**src/rtl/sync_fifo_param.sv**
```systemverilog
`default_nettype none
// ============================================================================
// Module      : sync_fifo_param
// Description : Single-clock valid/ready FIFO with any depth, show-ahead read,
//               occupancy count, almost-full/almost-empty flags and flush.
// Revision    : 1.0 - initial release
// ============================================================================
module sync_fifo_param #(
    parameter int WIDTH    = 8,
    parameter int DEPTH    = 10,
    parameter int AF_LEVEL = DEPTH - 2,
    parameter int AE_LEVEL = 1
) (
    input  logic                         clk,
    input  logic                         rst,
    input  logic                         flush,
    input  logic                         wr_valid,
    output logic                         wr_ready,
    input  logic [WIDTH-1:0]             wr_data,
    output logic                         rd_valid,
    input  logic                         rd_ready,
    output logic [WIDTH-1:0]             rd_data,
    output logic [$clog2(DEPTH+1)-1:0]   count,
    output logic                         almost_full,
    output logic                         almost_empty
);

    localparam int c_CW = $clog2(DEPTH + 1);
    localparam int c_PW = (DEPTH > 1) ? $clog2(DEPTH) : 1;

    localparam logic [c_PW-1:0] c_PTR_LAST = c_PW'(DEPTH - 1);
    localparam logic [c_PW-1:0] c_PTR_ONE  = c_PW'(1);
    localparam logic [c_CW-1:0] c_CNT_FULL = c_CW'(DEPTH);
    localparam logic [c_CW-1:0] c_CNT_ONE  = c_CW'(1);
    localparam logic [c_CW-1:0] c_AF       = c_CW'(AF_LEVEL);
    localparam logic [c_CW-1:0] c_AE       = c_CW'(AE_LEVEL);

    logic [WIDTH-1:0] r_mem [DEPTH];
    logic [c_PW-1:0]  r_wr_ptr;
    logic [c_PW-1:0]  r_rd_ptr;
    logic [c_CW-1:0]  r_count;
    logic             w_push;
    logic             w_pop;

    // Handshake status comes only from the registered count, so a pop in the
    // same cycle never opens a slot for a push while full.
    assign wr_ready     = (r_count != c_CNT_FULL);
    assign rd_valid     = (r_count != '0);
    assign w_push       = wr_valid & wr_ready;
    assign w_pop        = rd_valid & rd_ready;

    assign rd_data      = r_mem[r_rd_ptr];
    assign count        = r_count;
    assign almost_full  = (r_count >= c_AF);
    assign almost_empty = (r_count <= c_AE);

    // Storage carries no reset; stale words are never visible while empty.
    always_ff @(posedge clk) begin
        if (w_push && !flush) begin
            r_mem[r_wr_ptr] <= wr_data;
        end
    end

    always_ff @(posedge clk or posedge rst) begin
        if (rst) begin
            r_wr_ptr <= '0;
            r_rd_ptr <= '0;
            r_count  <= '0;
        end else if (flush) begin
            r_wr_ptr <= '0;
            r_rd_ptr <= '0;
            r_count  <= '0;
        end else begin
            // Pointers wrap by explicit compare so DEPTH need not be 2^n.
            if (w_push) begin
                r_wr_ptr <= (r_wr_ptr == c_PTR_LAST) ? '0 : r_wr_ptr + c_PTR_ONE;
            end
            if (w_pop) begin
                r_rd_ptr <= (r_rd_ptr == c_PTR_LAST) ? '0 : r_rd_ptr + c_PTR_ONE;
            end
            case ({w_push, w_pop})
                2'b10:   r_count <= r_count + c_CNT_ONE;
                2'b01:   r_count <= r_count - c_CNT_ONE;
                default: r_count <= r_count;
            endcase
        end
    end

endmodule
`default_nettype wire

```
**config.mk**
```make
export PLATFORM = sky130hd
export DESIGN_NAME = sync_fifo_param
export DESIGN_NICKNAME = d
export VERILOG_FILES = /design/src/rtl/sync_fifo_param.sv
export SDC_FILE = /design/constraint.sdc
export NUM_CORES = 1
export LEC_CHECK = 0
export CAP_MARGIN = 20
export CORE_MARGIN = 2
export CORE_UTILIZATION = 60
export CTS_BUF_LIST = sky130_fd_sc_hd__clkbuf_4
export DETAILED_ROUTE_END_ITERATION = 10
export PLACE_DENSITY_LB_ADDON = 0.2
export SLEW_MARGIN = 20
export SYNTH_ARGS = -nofsm -noshare
export SYNTH_HDL_FRONTEND = slang
export SYNTH_SLANG_ARGS = --single-unit
export TNS_END_PERCENT = 5
```
**constraint.sdc**
```tcl
create_clock -name clk -period 3.61 [get_ports clk]
set_input_delay 0.361 -clock clk [delete_from_list [all_inputs] [get_ports clk]]
set_output_delay 0.361 -clock clk [all_outputs]
set_load 0.01 [all_outputs]
```
==> flow_summary.json, run 1 <==
{
  "tightest_slew_ns": 0.8776,
  "p_per_area_nw_per_um2": 546.0,
  "r2r_end": "r_mem[7][1]",
  "max_freq_mhz": 332.8,
  "h-tree-depth": 3,
  "hold_path_class": "in2async",
  "maxCapViolCount": 0,
  "use_met3_pct": 4.961,
  "synth_most_common_cell": "edfxtp_1",
  "grt_max_degree": 39,
  "worst_skew_pair.late_latency_ns": 0.43,
  "overflow": 0,
  "place_area_um2": 4272,
  "yosysTopAreaCellShare_pct": 61.24,
  "tns_ns": 0,
  "grt.met1_usage_pct": 31.67,
  "synthCells": 241,
  "antenna_found_initial": 0,
  "dp_hpwl_um": 4890,
  "fin_area_um2": 4394,
  "slew_violations": 0,
  "postCtsSetupRepairBufs": 0,
  "root_buffer": "clkbuf_4",
  "period_needed_ns": 3.005,
  "end_kind": "output pin",
  "nets": 292,
  "crit_required_ns": 3.25,
  "setup_viol": 0,
  "first_iter_violations": 194,
  "rsz0062_at_grt": "no",
  "async_reset_ff_share_pct": 13.04,
  "yosysSeqAreaShare_pct": 68.90,
  "busiest_layer": "met2",
  "p_leak_nw": 1.507,
  "ff2ff_path_depth": 6,
  "critPathKind": "reg2out",
  "wl_per_cell_um": 20.48,
  "yosys.area.top_type": "edfxtp_1",
  "die_y_um": 84.86,
  "coreArea_um2": 6350,
  "fp.dieW_um": 84.86,
  "clkSinkCount": 92,
  "num_vias": 2185,
  "rows": 29,
  "n_antenna_cell": 0,
  "path_max_fanout": 13,
  "drc_errors": 0,
  "io_pins": 29,
  "holdBufCountCts": 0,
  "layout-drive-gt1-share_pct": 16.25,
  "grt.total_usage_pct": 22.04,
  "finalCritPeriodShare_pct": 83.25,
  "slew_headroom_pct": 41.49,
  "grt_pass1_vias": 2125,
  "yosys_warnings": 0,
  "grt_pass1_wl_um": 11470,
  "skew_ns": 0.01131,
  "dr.pass1.iters": 4,
  "wirelength_um": 7251,
  "r2r_start": "count[0]",
  "gr-usage-met2_pct": 33.93,
  "r2r_slack_ns": 0.99,
  "cp.arrival_ns": 2.64,
  "start_util_pct": 61.77,
  "cts_resized": 0,
  "cts-buffers-inserted": 9,
  "startpoint": "r_rd_ptr[3]",
  "areaGrowthSynthToFinish_pct": 12.03,
  "ys_top_cells_by_area": "edfxtp_1 (61%), mux4_2 (9.2%), dfrtp_1 (7.7%)",
  "synth_area_um2": 3923,
  "start_kind": "register",
  "path_clk_slew_ns": 0.14,
  "via_per_inst": 6.172,
  "ys_ff_latch": 92,
  "hold_viol_final": 0,
  "vdd_drop_max_v": 0.0004485,
  "gp_congestion": 0.7884,
  "tritoncts": "built",
  "ys_types": 40,
  "portBuffers": 28,
  "synth-edff-count": 80,
  "max-clock-path-buffers": 2,
  "status": "finished, final reports clean",
  "die-area_um2": 7200,
  "synthTopCellsByCount": "edfxtp_1 (80), mux4_2 (16), nand2_1 (16)",
  "synth.avg_cell_area_um2": 16.28,
  "postRouteAntennaNets": 0,
  "synth_ff_type": "edfxtp_1",
  "syn_nets": 261
}
-- registers in the layout (all words and copies together) (netlist names) --
name      count
count         4
r_mem        80
r_rd_ptr      4
r_wr_ptr      4
-- logic make-up (layout without fill, tap and decap cells) --
logic type                 after synthesis  in the layout  share of synthesized area (%)
and+or+nand+nor                         70             70                          10.14
AOI/OAI and AO/OA                       33             33                          5.933
xor gates and xnor gates                 2              2                         0.7974
adders and majority gates                7              7                          2.233
buffers and inverters                   19             55                          2.232
muxes                                   18             18                          9.761
DFF                                     92             92                          68.90
-- how the worst max path moves through the flow --
| stage | endpoint | slack (ns) | cells past startpoint |
|---|---|---|---|
| floorplan | r_mem[0][0] | 1.15 | 6 |
| global placement | r_mem[7][6] | 0.91 | 4 |
| detailed placement | r_mem[7][6] | 0.87 | 4 |
| CTS | rd_data[7] | 0.55 | 4 |
| global route | rd_data[2] | 0.40 | 4 |
| finish | rd_data[7] | 0.60 | 4 |
-- cell type report --
type / instances / area, um^2
clock buffers: 10 / 75.07
clock inverters: 6 / 47.55
multi-input cells: 130 / 1132
well taps: 77 / 96.34
flip-flops and latches: 92 / 2703
fillers: 424 / 1956
inverters: 6 / 22.52
repair buffers: 33 / 317.8
-- through the flow --
step | hold slack [ns] | instances | total power, mW | util, % | worst slack (ns)
floorplan | 0.2257 | 241 | 1.688 | - | 1.148
global placement | 0.5987 | 338 | 1.911 | 67.27 | 0.9062
detailed placement | 0.6192 | 338 | 1.922 | 67.27 | 0.8686
CTS | 0.2404 | 354 | 2.419 | 69.20 | 0.5470
global route | 0.2487 | 354 | 2.521 | 69.20 | 0.4026
finish | 0.2427 | 354 | 2.399 | 69.20 | 0.6047
-- power breakdown --
group / internal, mW / switching [mW] / leakage (nW)
sequential: 1.19 / 0.0581 / 0.885
clock: 0.157 / 0.349 / 0.0630
combinational: 0.342 / 0.302 / 0.559
total: 1.69 / 0.710 / 1.51
-- layer usage --
layer	vias up	wire length, um
met1	1110	3282
met3	6	332
li1	1008	-
met4	0	66
met5	-	0
met2	61	3569
-- critical path, stage by stage, from the launching register on --
cell,delay [ns]
dfrtp_1,0.62
nor2b_1,0.72
a22oi_1,0.22
nand2_1,0.12
clkdlybuf4s50_1,0.55
-- cell usage in the layout (no fill, tap or decap), drive strengths merged, types with 2 or more instances in the layout --
master	netlist	final
edfxtp	80	80
clkdlybuf4s50	0	28
nand2	17	17
mux4	16	16
nor2	15	15
dfrtp	12	12
nand2b	11	11
clkbuf	8	10
inv	6	9
a22oi	8	8
o211ai	8	8
ha	7	7
a21oi	6	6
or3	5	5
nor2b	5	5
buf	5	5
nor3	5	5
nand3	3	3
nand4	3	3
o21ai	2	2
a2bb2oi	2	2
mux2	2	2
a31oi	2	2
clkinvlp	0	2
Note: power is estimated with default switching activity, not from simulation.
==> run 2: changes to the inputs <==
Settings changed: CORE_UTILIZATION 60 to 54.
Clock period 3.61 ns to 2.6 ns, I/O delays scaled along.
==> run 2 against run 1 <==
Effect of this change: final cell count rose by 14%; total power up 52%; global-route usage is 3.1 points lower; first-iteration DRC count decreased by 3.1%.
==> flow_summary.json, run 2 (synthesized netlist as in run 1, its figures left out) <==
{
  "status": "finished, final reports clean",
  "die-area_um2": 7962,
  "overflow": 0,
  "slew_violations": 0,
  "wl_per_cell_um": 18.01,
  "largest_reg_flops": 80,
  "nets": 318,
  "final_util_pct": 65.95,
  "wirelength_um": 7240,
  "worst_skew_pair.late_latency_ns": 0.41,
  "path_max_fanout": 17,
  "grt_max_degree": 20,
  "postRouteAntennaNets": 0,
  "dr.pass1.iters": 5,
  "crit_required_ns": 2.34,
  "hold_path_class": "in2async",
  "skew_ns": 0.01484,
  "antenna_found_initial": 0,
  "grt_pass1_vias": 1985,
  "max_freq_mhz": 406.8,
  "setup_slack_ns": 0.1415,
  "finalPower_mw": 3.651,
  "path_clk_slew_ns": 0.15,
  "rows": 31,
  "placed_cells": 372,
  "finalCritPeriodShare_pct": 94.56,
  "tritoncts": "built",
  "r2r_slack_ns": 0.36,
  "start_util_pct": 54.96,
  "root_buffer": "clkbuf_4",
  "cp.arrival_ns": 2.20,
  "vdd_drop_max_v": 0.0003910,
  "first_iter_violations": 188,
  "p_per_area_nw_per_um2": 775.6,
  "maxCapViolCount": 0,
  "max-clock-path-buffers": 2,
  "final_cell_mix": "edfxtp_1 (80), buf_4 (28), clkdlybuf4s50_1 (20)",
  "hold_slack_ns": 0.1295,
  "hold_viol_final": 0,
  "critPathKind": "reg2out",
  "io_pins": 29,
  "r2r_end": "r_mem[0][5]",
  "via_per_inst": 5.582,
  "dp_hpwl_um": 4576,
  "p_leak_nw": 1.711,
  "ff2ff_path_depth": 7,
  "place_ws_ns": 0.4016,
  "start_kind": "register",
  "instances_no_fill": 402,
  "end_kind": "output pin",
  "slew_headroom_pct": 67.38,
  "period_needed_ns": 2.458,
  "layout-drive-gt1-share_pct": 24.42,
  "num_vias": 2244,
  "drc_errors": 0,
  "grt_pass1_wl_um": 10730,
  "tightest_slew_ns": 0.4893,
  "largest_register": "r_mem",
  "die_y_um": 89.23,
  "portBuffers": 28,
  "cts-buffers-inserted": 9,
  "grt.total_usage_pct": 18.96,
  "n_antenna_cell": 0,
  "areaGrowthSynthToFinish_pct": 20.00,
  "h-tree-depth": 3,
  "r2r_start": "count[0]",
  "setup_viol": 0,
  "clkSinkCount": 92,
  "gp_congestion": 0.8069,
  "fp.dieW_um": 89.23,
  "coreArea_um2": 7137,
  "final_common_cell": "edfxtp_1"
}
run 2: cell types whose count changed in the layout (fill, tap and decap cells not counted), moves of 2 or more:
cell,delta
buf_4,+23
dlymetal6s2s_1,+2
buf_12,+2
a22oi_1,-2
dlygate4sd2_1,+6
clkinvlp_4,-2
clkdlybuf4s50_1,-8
a22oi_2,+2
run 2: what timing repair did:
action | 4_1_cts | 5_1_grt
setup endpoints to repair | 8 | 2
gates resized for setup | 7 | 3
cloned | 1 | 0
hold buffers | 0 | 0
buffers inserted | 2 | 11
run 2: power by group:
part	total, mW	internal [mW]	switching, mW	leakage, nW
clock network	0.825	0.320	0.505	0.0854
logic	1.10	0.625	0.474	0.740
registers	1.73	1.65	0.0740	0.885
run 2: worst max path at each step:
stage                           start           to  cells past startpoint
after floorplan              count[0]  r_mem[0][0]                      6
after global placement    r_rd_ptr[0]   rd_data[2]                      5
after detailed placement     count[0]  r_mem[0][4]                      7
after CTS                 r_rd_ptr[0]   rd_data[2]                      5
after global routing      r_rd_ptr[0]   rd_data[0]                      6
final                     r_rd_ptr[0]   rd_data[7]                      6
run 2: through the flow:
step | TNS [ns] | cell area [um^2]
detailed placement | 0 | 4414
finish | 0 | 4707
floorplan | 0 | 3923
CTS | -0.02054 | 4614
global placement | 0 | 4414
global route | -0.007299 | 4707
run 2: cell type report:
type | instances | area [um^2]
multi-input cells | 130 | 1142
clock inverters | 7 | 87.58
clock buffers | 9 | 67.56
fillers | 518 | 2430
inverters | 6 | 22.52
flip-flops and latches | 92 | 2703
repair buffers | 59 | 560.5
well taps | 99 | 123.9
run 2: per-layer routing:
metal	up-vias	track usage [%]	share of wire, %
met5	-	0	0
met4	0	7.327	0.77
met3	4	3.324	4.8
met2	61	26.46	47
met1	1124	30.01	48
li1	1055	-	-
run 2: critical path, stage by stage (launching register included):
cell and delay (ns):
dfrtp_1 0.42, buf_12 0.18, buf_4 0.14, mux4_2 0.49
a22oi_1 0.21, nand2_1 0.06, dlygate4sd2_1 0.28
